$ cat config.mk
export PLATFORM = sky130hd
export DESIGN_NAME = div_pipe_post
export DESIGN_NICKNAME = d
export VERILOG_FILES = /design/src/rtl/div_pkg.sv /design/src/rtl/div_sideband_dly.sv /design/src/rtl/div_pipe_post.sv
export SDC_FILE = /design/constraint.sdc
export NUM_CORES = 1
export LEC_CHECK = 0
export ABC_AREA = 1
export BUFFER_PORTS_ARGS = -buffer_cell sky130_fd_sc_hd__buf_4
export CAP_MARGIN = 20
export CORE_MARGIN = 1.5
export CORE_UTILIZATION = 45
export DETAILED_ROUTE_END_ITERATION = 10
export PLACE_DENSITY_LB_ADDON = 0.08
export SLEW_MARGIN = 20
export SYNTH_ARGS = -nofsm -noshare
export SYNTH_HDL_FRONTEND = slang
export SYNTH_HIERARCHICAL = 1
export SYNTH_SLANG_ARGS = --single-unit
$ cat constraint.sdc
create_clock -name clk -period 1.9 [get_ports clk]
set_input_delay 0 -clock clk [delete_from_list [all_inputs] [get_ports clk]]
set_output_delay 0 -clock clk [all_outputs]
set_load 0.02 [all_outputs]
$ cat src/rtl/div_pkg.sv
// rtl/div_pkg.sv - shared divider latency, sideband flags and divide-by-zero constant
package div_pkg;

  // Wide enough for any supported DATA_W; users take the low DATA_W bits.
  localparam logic [63:0] DZ_QUOTIENT = '1;

  typedef struct packed {
    logic q_neg;
    logic r_neg;
    logic dz;
  } div_flags_t;

  function automatic int div_lat(input int data_w, input int opers_per_stage);
    return data_w / opers_per_stage;
  endfunction

endpackage

$ cat src/rtl/div_sideband_dly.sv
// rtl/div_sideband_dly.sv - DEPTH-deep valid+payload shift register, valid bits reset
module div_sideband_dly #(
  parameter int DEPTH = 4,
  parameter int W     = 8
) (
  input  logic         clk,
  input  logic         rst,
  input  logic         valid_i,
  input  logic [W-1:0] data_i,
  output logic         valid_o,
  output logic [W-1:0] data_o
);

  generate
    if (DEPTH == 0) begin : g_pass
      assign valid_o = valid_i;
      assign data_o  = data_i;
    end else begin : g_dly
      logic [DEPTH-1:0] vld;
      logic [W-1:0]     dat [DEPTH];

      always_ff @(posedge clk) begin
        if (rst) begin
          vld <= '0;
        end else begin
          vld[0] <= valid_i;
          for (int i = 1; i < DEPTH; i++) vld[i] <= vld[i-1];
        end
      end

      // Payload is qualified by vld, so it needs no reset.
      always_ff @(posedge clk) begin
        dat[0] <= data_i;
        for (int i = 1; i < DEPTH; i++) dat[i] <= dat[i-1];
      end

      assign valid_o = vld[DEPTH-1];
      assign data_o  = dat[DEPTH-1];
    end
  endgenerate

endmodule

$ cat src/rtl/div_pipe_post.sv
// rtl/div_pipe_post.sv - signed/zero-divisor correction and result register after div_pipe
module div_pipe_post
  import div_pkg::*;
#(
  parameter int DATA_W          = 32,
  parameter int OPERS_PER_STAGE = 8,
  localparam int PIPE_LAT       = div_lat(DATA_W, OPERS_PER_STAGE),
  localparam int CNT_W          = $clog2(PIPE_LAT + 2)
) (
  input  logic              clk,
  input  logic              rst,
  input  logic              valid_i,
  input  logic              signed_i,
  input  logic [DATA_W-1:0] dividend_i,
  input  logic [DATA_W-1:0] divisor_i,
  input  logic [DATA_W-1:0] quotient_raw_i,
  input  logic [DATA_W-1:0] remainder_raw_i,
  output logic              valid_o,
  output logic [DATA_W-1:0] quotient_o,
  output logic [DATA_W-1:0] remainder_o,
  output logic              div_zero_o,
  output logic [CNT_W-1:0]  inflight_o
);

  localparam int SB_W = $bits(div_flags_t) + DATA_W;

  div_flags_t        flags_in, flags_out;
  logic [SB_W-1:0]   sb_in, sb_out;
  logic [DATA_W-1:0] dvd_out;
  logic              dly_valid;

  always_comb begin
    flags_in       = '0;
    flags_in.q_neg = signed_i & (dividend_i[DATA_W-1] ^ divisor_i[DATA_W-1]);
    flags_in.r_neg = signed_i & dividend_i[DATA_W-1];
    flags_in.dz    = (divisor_i == '0);
  end

  assign sb_in              = {flags_in, dividend_i};
  assign {flags_out, dvd_out} = sb_out;

  div_sideband_dly #(
    .DEPTH (PIPE_LAT),
    .W     (SB_W)
  ) u_dly (
    .clk     (clk),
    .rst     (rst),
    .valid_i (valid_i),
    .data_i  (sb_in),
    .valid_o (dly_valid),
    .data_o  (sb_out)
  );

  // Most-negative / -1 falls out naturally: raw quotient is already 2^(W-1), q_neg = 0.
  always_ff @(posedge clk) begin
    if (rst) begin
      valid_o     <= 1'b0;
      quotient_o  <= '0;
      remainder_o <= '0;
      div_zero_o  <= 1'b0;
    end else begin
      valid_o <= dly_valid;
      if (dly_valid) begin
        div_zero_o <= flags_out.dz;
        if (flags_out.dz) begin
          quotient_o  <= DZ_QUOTIENT[DATA_W-1:0];
          remainder_o <= dvd_out;
        end else begin
          quotient_o  <= flags_out.q_neg ? -quotient_raw_i  : quotient_raw_i;
          remainder_o <= flags_out.r_neg ? -remainder_raw_i : remainder_raw_i;
        end
      end
    end
  end

  always_ff @(posedge clk) begin
    if (rst) begin
      inflight_o <= '0;
    end else begin
      case ({valid_i, valid_o})
        2'b10:   inflight_o <= inflight_o + 1'b1;
        2'b01:   inflight_o <= inflight_o - 1'b1;
        default: inflight_o <= inflight_o;
      endcase
    end
  end

endmodule

==> summary.txt, run 1 <==
Timing
  • Tcrit/Tclk final: 0.938
  • Setup violations, final: 0
  • Fmax achieved: 561 MHz
  • Setup TNS: 0 ps
  • Clock skew: 7.74 ps
  • Minimum clock period: ~1800 ps
  • RSZ-0062 raised after global routing: no
  • Slew @ Worst Pin: 561 ps
  • Max-slew violations: 0
  • Final hold viol count: 0
  • Slew HR: 0.626

Die
  • Die area: 18200 um^2
  • Starting Density: 0.457
  • Die W: about 140 um
  • Chip height: 135 um
  • Core Footprint: 17200 um^2
  • I/O Pins: around 200
  • Rows: 48

Global routing
  • Total grt overflow: 0
  • Vias in the first global route: between 6000 and 7000
  • Antenna violations before repair: 0
  • Global-route wire length before repair: 33600 um
  • GRT Util Overall: 0.226
  • Largest net degree at the start of global routing: 57

Detailed routing
  • Post-DRT Antenna Nets: 0
  • DRT Wirelength: ~21000 um
  • Via density: 4.75
  • First DRT Iteration DRCs: 309
  • Number of remaining DRC errors: 0
  • Routed len/inst: 13.6 um
  • DR pass1 iterations: 5
  • Via count: ~7300

Setup path
  • Cells on worst reg2reg path: 5
  • CP Launch Type: flip-flop
  • Kind of critical path: reg -> reg
  • Worst-path maximum fanout: between 50 and 60
  • Worst path required time: 2290 ps
  • Crit end category: flip-flop
  • Worst Path Arrival: 2170 ps

Power and ir drop
  • Max rail drop VDD: 0.875 mV
  • Cell Pwr Density: 876 nW/um^2
  • Pleak: ~5.4 nW

Finish
  • Area of the multi-input gates: 3000 um^2
  • Post-layout util: 0.664
  • Area Growth Syn to Fin: 45.5%
  • Register cell area after layout: 4270 um^2
  • Layout cells sized above 1: 0.215
  • # diodes: 0
  • FILL cells: ~1500
  • Final net count: roughly 1400

Synth
  • Main flop type after synthesis: dfxtp_1
  • Synth cell types: between 40 and 50
  • Synth Area in Compound Gates: 0.108
  • Largest family of logic cells by synthesized area: simple AND/OR/NAND/NOR gates
  • Post-synthesis simple-gate area fraction: 0.257
  • Synth Cell Area: 7850 um^2
  • Async set or reset register ratio after synthesis: 0
  • Mapped Nets: 1113
  • Syn avg cell area: around 8.0 um^2
  • Share of the yosys chip area belonging to registers: 0.544
  • Synth Area in Adders: 0.00734
  • XOR/XNOR share of the synthesized area: 0.0100
  • EDFF count, synth: 0
  • Mux cell area share after synthesis: 0
  • Synth Register Bits: 213
  • Yosys Warn Count: 6
  • Gate Count Post-Synth: just under 1000

CTS
  • Clock sink count: 213
  • CTS Buf Count: 22
  • Root Buffer Master: clkbuf_16
  • Clock Path Buffers: 3
  • CTS tree: yes
  • Clock latency on the worst-skew pair: 500 ps
  • Clock slew seen by the registers of the worst setup and hold paths: approximately 60 ps
  • Post-CTS Setup Inserts: 0
  • H-tree level count: 1

Status
  • Status: finished, final reports clean

Placement
  • # port buffers: 200
  • Final Wtd Congestion: roughly 0.87
  • Final HPWL DP: between 10000 and 15000 um

Job
  • Max-Cap Viols: 0

Worst hold path
  • Worst min path class: in -> reg
  • Worst Hold Depth: 6
synth_stat cells (all sizes together), types with 3 or more instances:
| master | n | share of area |
|---|---|---|
| nand2 | 231 | 0.12 |
| dfxtp | 213 | 0.54 |
| nor2 | 138 | 0.073 |
| inv | 103 | 0.049 |
| nand3 | 69 | 0.045 |
| o21ai | 58 | 0.038 |
| a21oi | 52 | 0.033 |
| clkbuf | 21 | 0.015 |
| nand4 | 14 | 0.012 |
| buf | 11 | 0.0080 |
| o21a | 10 | 0.0096 |
| nor4 | 8 | 0.0064 |
| xor2 | 8 | 0.0089 |
| o211ai | 7 | 0.0067 |
| o221ai | 7 | 0.0078 |
| o21bai | 6 | 0.0057 |
| a31oi | 5 | 0.0040 |
| ha | 3 | 0.0048 |
| nor3 | 3 | 0.0019 |
| or2 | 3 | 0.0027 |
through the flow:
stage	cells	setup WS, ps	area [um^2]	total power [W]	hold WS [ps]
after floorplan	977	349	7850	0.00523	27.7
after global placement	1382	431	9590	0.00566	104
after detailed placement	1382	403	9590	0.00567	106
after CTS	1531	72.9	11400	0.0101	57.9
after global routing	1531	28.9	11400	0.0104	123
final	1531	118	11400	0.0100	91.4
critical path, stage by stage, from the launching register on:
cell and delay (ps):
dfxtp_1 520, clkinv_1 200, buf_12 230, nand2_1 100
a21oi_1 60, dlygate4sd3_1 550
layout make-up:
type | instances | area share
flip-flops and latches | 213 | 0.374
clock inverters | 8 | 0.00987
multi-input cells | 628 | 0.263
repair buffers | 322 | 0.240
inverters | 103 | 0.0339
clock buffers | 32 | 0.0542
well taps | 225 | 0.0247
layer usage:
layer,GRT usage,up-vias,routed length (um)
met3,0.0424,34,1120
li1,-,3768,-
met5,0,-,0
met4,0.0460,0,450
met2,0.376,206,9380
met1,0.307,3263,9860
flip-flops by register name (all words and copies together), names as in the netlist:
register and count:
u_dly/g_dly.vld 4, quotient_o 32, u_dly/g_dly.dat 140, valid_o 1, div_zero_o 1, remainder_o 32
inflight_o 3
power breakdown:
group,switching [W],total [W],internal (W)
sequential,0.0000634,0.00472,0.00466
combinational,0.000516,0.00104,0.000524
clock,0.00169,0.00424,0.00255
cell usage in the layout (no fill, tap or decap), types with 2 or more instances in the layout:
cell           synthesis  layout
o21ai_1                6       6
clkbuf_16              0      22
o211ai_1               7       7
clkinvlp_4             0       3
or2_2                  2       2
ha_1                   3       3
dfxtp_2                0       2
buf_4                  1     208
o21bai_1               6       6
dfxtp_1              213     211
nor2_2                 6       6
inv_2                  3       3
nor4_1                 8       8
clkbuf_8               4       3
a21oi_1               52      52
xor2_1                 8       8
nand2_1              220     220
nand4_1               13      13
bufinv_16              0       2
a31oi_1                5       5
o21ai_0               51      51
clkbuf_1              17       7
o21a_1                10      10
nor2_4                 5       5
dlygate4sd3_1          0     109
nor3_1                 3       3
nand2_2                9       9
nand3_2                2       2
nand3_1               67      67
nor2_1               127     127
buf_12                 0       4
inv_1                100      99
o221ai_1               7       7
nand2_4                2       2
worst paths after layout:
kind	from	to	slack (ps)
setup / recovery	u_dly/g_dly.dat[3][32]$_DFF_P_	remainder_o[7]$_SDFFE_PP0P_	120
hold / removal	remainder_raw_i[2]	remainder_o[2]$_SDFFE_PP0P_	90
setup reg to reg	u_dly/g_dly.dat[3][32]$_DFF_P_	remainder_o[7]$_SDFFE_PP0P_	120
hold reg to reg	u_dly/g_dly.dat[0][34]$_DFF_P_	u_dly/g_dly.dat[1][34]$_DFF_P_	320
what timing repair did:
| action | in CTS | in global routing |
|---|---|---|
| endpoints found under the setup margin | 0 | 2 |
| hold endpoints to repair | 101 | 0 |
| gates resized for setup | 0 | 2 |
| hold buffers | 109 | 0 |
cell families after synthesis:
logic type,count (synthesis)
AOI/OAI and AO/OA,148
buffers and inverters,136
xor gates and xnor gates,9
adders and majority gates,4
and+or+nand+nor,467
DFF,213
(Power assumes the default switching activity.)
==> run 2, diff against run 1 <==
Settings changed: CORE_UTILIZATION 45 to 53.
==> summary.txt, run 2 (same netlist as run 1, synthesis figures left out) <==
Status
  • Status: finished, final reports clean (unchanged)

Timing
  • Fmax achieved: 590 MHz (was 561 MHz)
  • Slew HR: 0.700 (was 0.626)
  • Setup violations, final: 0 (unchanged)
  • Slew @ Worst Pin: 449 ps (was 561 ps)
  • Max-slew violations: 0 (unchanged)
  • Tcrit/Tclk final: 0.892 (was 0.938)
  • Setup TNS: 0 ps (unchanged)
  • Clock skew: 24.7 ps (was 7.74 ps)
  • Final hold viol count: 0 (unchanged)
  • Minimum clock period: 1690 ps (was 1780 ps)
  • RSZ-0062 raised after global routing: no (unchanged)

CTS
  • Clock sink count: 213 (unchanged)
  • Clock Path Buffers: 3 (unchanged)
  • # resized after CTS: 0 (unchanged)
  • CTS tree: yes (unchanged)
  • CTS Buf Count: 22 (unchanged)
  • Clock slew seen by the registers of the worst setup and hold paths: 60 ps (about the same)
  • Clock latency on the worst-skew pair: 510 ps (was 500 ps)
  • H-tree level count: 1 (unchanged)
  • Root Buffer Master: clkbuf_16 (unchanged)

Finish
  • Area of the multi-input gates: 3000 um^2 (unchanged)
  • Most frequent cells in the layout: nand2_1, dfxtp_1, buf_4 (unchanged)
  • Most common cell after layout, fill and taps aside: nand2_1 (unchanged)
  • Largest registers: u_dly/g_dly.dat: 140 flops, quotient_o: 32 flops, remainder_o: 32 flops (unchanged)
  • Register cell area after layout: 4270 um^2 (about the same)
  • Biggest register: u_dly/g_dly.dat (unchanged)
  • Max FFs per register: 140 (unchanged)
  • Area Growth Syn to Fin: 44.1% (was 45.5%)
  • Final net count: 1421 (was 1426)
  • FILL cells: 1001 (was 1458)
  • Non-filler cells, final: 1482 (was 1531)
  • # diodes: 0 (unchanged)
  • Layout cells sized above 1: 0.217 (was 0.215)

Placement
  • # port buffers: 200 (unchanged)
  • Final HPWL DP: 13500 um (was 14100 um)
  • Final Wtd Congestion: 0.935 (was 0.873)
  • Placed Cells: 1340 (was 1382)

Worst hold path
  • Worst min path class: in -> reg (unchanged)

Global routing
  • Global-route wire length before repair: 34900 um (was 33600 um)
  • Largest net degree at the start of global routing: 43 (was 57)
  • Vias in the first global route: 7193 (was 6972)
  • Antenna violations before repair: 0 (unchanged)
  • Total grt overflow: 0 (unchanged)
  • GRT Util Overall: 0.272 (was 0.226)

Setup path
  • Worst-path maximum fanout: 1 (was 56)
  • Worst path required time: 2340 ps (was 2290 ps)
  • CP Cell Sequence: dlygate4sd3_1 > buf_4 > nor4_1 > dlygate4sd3_1 > nand4_1 > dlygate4sd3_1 > nor2_1 (was clkinv_1 > buf_12 > nand2_1 > a21oi_1 > dlygate4sd3_1)
  • Crit end category: flip-flop (unchanged)
  • Slowest CP cell: dlygate4sd3_1 (unchanged)
  • Kind of critical path: in -> reg (was reg -> reg)
  • Worst Path Arrival: 2130 ps (was 2170 ps)
  • Worst path max stage delay: 580 ps (was 550 ps)
  • CP dominant cell by count: dlygate4sd3_1
  • CP Launch Type: input port (was flip-flop)

Die
  • Rows: 44 (was 48)
  • Chip height: 125 um (was 135 um)
  • Starting Density: 0.542 (was 0.457)
  • I/O Pins: 201 (unchanged)
  • Die area: 15500 um^2 (was 18200 um^2)
  • Die W: 125 um (was 135 um)
  • Core Footprint: 14500 um^2 (was 17200 um^2)

Power and ir drop
  • Cell Pwr Density: 902 nW/um^2 (was 876 nW/um^2)
  • Max rail drop VDD: 0.960 mV (was 0.875 mV)
  • Pleak: 5.35 nW (was 5.38 nW)

Detailed routing
  • Via count: 7504 (was 7271)
  • Post-DRT Antenna Nets: 0 (unchanged)
  • DR pass1 iterations: 6 (was 5)
  • Number of remaining DRC errors: 0 (unchanged)
  • DRT Wirelength: 21700 um (was 20800 um)
  • Routed len/inst: 14.6 um (was 13.6 um)
  • First DRT Iteration DRCs: 437 (was 309)
  • Via density: 5.06 (was 4.75)

Job
  • Max-Cap Viols: 0 (unchanged)
-- run 2: cell types whose count changed in the layout (fill, tap and decap cells not counted), sizes merged --
cell	before	now
clkbuf	32	28
dlygate4sd3	109	105
buf	213	212
bufinv	2	3
clkinvlp	3	2
inv	102	103
-- run 2: final cells by class --
type	count	area share
Tap cell	184	0.0204
Clock buffer	28	0.0551
Timing Repair Buffer	317	0.235
Inverter	103	0.0342
Clock inverter	9	0.0124
Sequential cell	213	0.377
Multi-Input combinational cell	628	0.266
-- run 2: path summary, 6_finish.rpt --
kind | start | end | slack [ps] | depth (start not counted)
min reg2reg | u_dly/g_dly.dat[2][14]$_DFF_P_ | u_dly/g_dly.dat[3][14]$_DFF_P_ | 320 | 0
max reg2reg | valid_o$_SDFF_PP0_ | inflight_o[2]$_SDFFE_PP0P_ | 360 | 7
min | remainder_raw_i[29] | remainder_o[29]$_SDFFE_PP0P_ | 50 | 5
max | divisor_i[23] | u_dly/g_dly.dat[0][32]$_DFF_P_ | 210 | 7
-- run 2: timing repair --
| action | CTS | global route |
|---|---|---|
| endpoints found under the hold margin | 102 | 0 |
| hold buffers | 105 | 0 |
| buffers inserted | 0 | 0 |
-- run 2: power by group --
part	internal, W	switching [W]	total (W)
clock	0.00273	0.00171	0.00444
sequential	0.00465	0.0000603	0.00472
combinational	0.000515	0.000531	0.00105
total	0.00789	0.00230	0.0102
-- run 2: critical path, delay by kind of cell --
kind	cells	cell delay (ps)
and+or+nand+nor	3	310
buffers and inverters	4	1820
-- run 2: stage by stage --
stage | area (um^2) | total power (W) | hold WS [ps] | util | setup WS, ps
global route | 11300 | 0.0106 | 54.1 | 0.781 | 42.2
CTS | 11300 | 0.0102 | 7.01 | 0.781 | 215
floorplan | 7850 | 0.00523 | 27.7 | - | 349
detailed placement | 9490 | 0.00565 | 106 | 0.655 | 423
global placement | 9490 | 0.00564 | 104 | 0.655 | 466
finish | 11300 | 0.0102 | 45.8 | 0.781 | 205
-- run 2: metal layers --
| layer | routed length, um | global-route usage | vias to the layer above |
|---|---|---|---|
| met4 | 577 | 0.0696 | 0 |
| met2 | 10400 | 0.472 | 306 |
| li1 | - | - | 3749 |
| met5 | 0 | 0 | - |
| met1 | 9230 | 0.350 | 3403 |
| met3 | 1460 | 0.0503 | 46 |
==> run 3, diff against run 2 <==
Settings changed: CORE_UTILIZATION 53 to 50, CTS_BUF_LIST set to sky130_fd_sc_hd__clkbuf_8, SETUP_SLACK_MARGIN set to 0.15.
==> summary.txt, run 3 (same netlist as run 1, synthesis figures left out) <==
Placement
  • Final Wtd Congestion: 0.915 (was 0.935)
  • # port buffers: 200 (unchanged)
  • Final HPWL DP: 13800 um (was 13500 um)

Power and ir drop
  • Combinational power share: 0.107 (was 0.103)
  • Power share of the sequential group: 0.488 (was 0.462)
  • Max rail drop VDD: 0.809 mV (was 0.960 mV)
  • Internal cell power: 0.00736 W (was 0.00789 W)
  • Pleak: 5.42 nW (was 5.35 nW)
  • Sw power: 0.00230 W (about the same)
  • Power Total: 0.00967 W (was 0.0102 W)
  • Cell Pwr Density: 849 nW/um^2 (was 902 nW/um^2)
  • Clk pwr share: 0.405 (was 0.435)
  • Sw frac: 0.238 (was 0.226)

CTS
  • Root Buffer Master: clkbuf_8 (was clkbuf_16)
  • Clock sink count: 213 (unchanged)
  • Clock latency on the worst-skew pair: 510 ps (about the same)
  • H-tree level count: 2 (was 1)
  • CTS tree: yes (unchanged)
  • Clock slew seen by the registers of the worst setup and hold paths: 50 ps (was 60 ps)
  • CTS Buf Count: 35 (was 22)
  • Clock Path Buffers: 3 (unchanged)

Die
  • Chip height: 128 um (was 125 um)
  • Rows: 45 (was 44)
  • I/O Pins: 201 (unchanged)
  • Starting Density: 0.514 (was 0.542)
  • Die W: 128 um (was 125 um)
  • Core Footprint: 15300 um^2 (was 14500 um^2)
  • Die area: 16500 um^2 (was 15500 um^2)

Timing
  • Tcrit/Tclk final: 0.863 (was 0.892)
  • Setup violations, final: 0 (unchanged)
  • Slew HR: 0.634 (was 0.700)
  • Max-slew violations: 0 (unchanged)
  • Clock skew: 13.8 ps (was 24.7 ps)
  • Setup TNS: 0 ps (unchanged)
  • Minimum clock period: 1640 ps (was 1690 ps)
  • Hold_ws: 51.3 ps (was 45.8 ps)
  • Fmax achieved: 610 MHz (was 590 MHz)
  • RSZ-0062 raised after global routing: yes (was no)
  • Slew @ Worst Pin: 549 ps (was 449 ps)
  • Final hold viol count: 0 (unchanged)

Finish
  • Max FFs per register: 140 (unchanged)
  • Area Growth Syn to Fin: 45.1% (was 44.1%)
  • Most common cell after layout, fill and taps aside: nand2_1 (unchanged)
  • Most frequent cells in the layout: nand2_1, buf_4, dfxtp_1 (was nand2_1, dfxtp_1, buf_4)
  • Layout cells sized above 1: 0.232 (was 0.217)
  • Biggest register: u_dly/g_dly.dat (unchanged)
  • Largest registers: u_dly/g_dly.dat: 140 flops, quotient_o: 32 flops, remainder_o: 32 flops (unchanged)
  • Final net count: 1440 (was 1421)
  • # diodes: 0 (unchanged)

Detailed routing
  • First DRT Iteration DRCs: 378 (was 437)
  • Via count: 7401 (was 7504)
  • Post-DRT Antenna Nets: 0 (unchanged)
  • Routed len/inst: 13.9 um (was 14.6 um)
  • Max layer used: met4 (unchanged)
  • DR pass1 iterations: 5 (was 6)
  • Via density: 4.82 (was 5.06)
  • DRT Wirelength: 21400 um (was 21700 um)
  • Routed met1 length: 9470 um (was 9230 um)
  • Met3 WL: 1500 um (was 1460 um)
  • Number of remaining DRC errors: 0 (unchanged)
  • Met2 WL post-DR: 9890 um (was 10400 um)

Setup path
  • Worst path max stage delay: 560 ps (was 580 ps)
  • Worst-path maximum fanout: 3 (was 1)
  • Slowest CP cell: dlygate4sd3_1 (unchanged)
  • Kind of critical path: in -> reg (unchanged)
  • CP Cell Sequence: dlygate4sd3_1 > buf_4 > inv_2 > ha_2 > nand3_2 > nor2_4 > nand3_1 > nand2_1 > nand2_1 > a31oi_1 > dlygate4sd3_1 (was dlygate4sd3_1 > buf_4 > nor4_1 > dlygate4sd3_1 > nand4_1 > dlygate4sd3_1 > nor2_1)
  • Worst path required time: 2350 ps (was 2340 ps)
  • CP Launch Type: input port (unchanged)
  • Crit end category: flip-flop (unchanged)
  • Worst Path Arrival: 2090 ps (was 2130 ps)

Status
  • Status: finished, final reports clean (unchanged)

Global routing
  • Largest net degree at the start of global routing: 58 (was 43)
  • Total grt overflow: 0 (unchanged)
  • Antenna violations before repair: 0 (unchanged)
  • Vias in the first global route: 7154 (was 7193)
  • Global-route wire length before repair: 33800 um (was 34900 um)
  • GRT Util Overall: 0.258 (was 0.272)

Worst hold path
  • Worst min path class: in -> reg (unchanged)

Job
  • Max-Cap Viols: 0 (unchanged)
## run 3: changes by cell type in the layout (fill, tap and decap cells not counted), moves of 3 or more
cell       before  now
clkbuf_8        5   43
clkbuf_16      22    1
inv_1         100  106
clkinv_2        2    5
## run 3: worst paths after layout
path / from / endpoint / slack (ps) / cells past startpoint
max: quotient_raw_i[0] / quotient_o[12]$_SDFFE_PP0P_ / 260 / 11
min: quotient_raw_i[1] / quotient_o[3]$_SDFFE_PP0P_ / 50 / 7
min reg2reg: u_dly/g_dly.dat[2][7]$_DFF_P_ / u_dly/g_dly.dat[3][7]$_DFF_P_ / 320 / 0
max reg2reg: u_dly/g_dly.vld[3]$_SDFF_PP0_ / remainder_o[0]$_SDFFE_PP0P_ / 260 / 5
## run 3: power by group through the flow
stage,Combinational [W],Sequential [W],Clock [W]
2_1_floorplan,0.000408,0.00483,0
3_3_place_gp,0.000831,0.00481,0
3_5_place_dp,0.000839,0.00481,0
4_1_cts,0.00102,0.00472,0.00399
5_1_grt,0.00114,0.00473,0.00421
6_report,0.00104,0.00472,0.00391
## run 3: routing by layer
metal,global-route usage,vias up
li1,-,3787
met1,0.330,3325
met2,0.428,246
met3,0.0626,43
met4,0.0872,0
met5,0,-
## run 3: metrics by stage
stage | cells | setup slack, ps | area [um^2] | utilization
2_1_floorplan | 977 | 349 | 7850 | -
3_3_place_gp | 1368 | 415 | 9540 | 0.626
3_5_place_dp | 1368 | 373 | 9540 | 0.626
4_1_cts | 1536 | 171 | 11300 | 0.743
5_1_grt | 1537 | 112 | 11400 | 0.746
6_report | 1537 | 261 | 11400 | 0.746
## run 3: cell type report
| type | count | area (um^2) |
|---|---|---|
| repair buffers | 323 | 2740 |
| clock inverters | 16 | 105 |
| fillers | 1158 | 3870 |
| clock buffers | 43 | 592 |
| well taps | 211 | 264 |
| inverters | 103 | 387 |
| multi-input cells | 628 | 3030 |
| flip-flops and latches | 213 | 4270 |
## run 3: worst max-delay path, delay by kind of cell
kind                     cells  cell delay (ps)
AND/OR/NAND/NOR              5              490
buffers and inverters        4             1290
adder cells (fa/ha/maj)      1              200
AO/OA/AOI/OAI                1              110
## run 3: what timing repair did
item	4_1_cts	5_1_grt
endpoints found under the hold margin	100	0
setup buffers	0	2
hold buffers	109	0
gates resized for setup	0	8
setup endpoints to repair	0	7
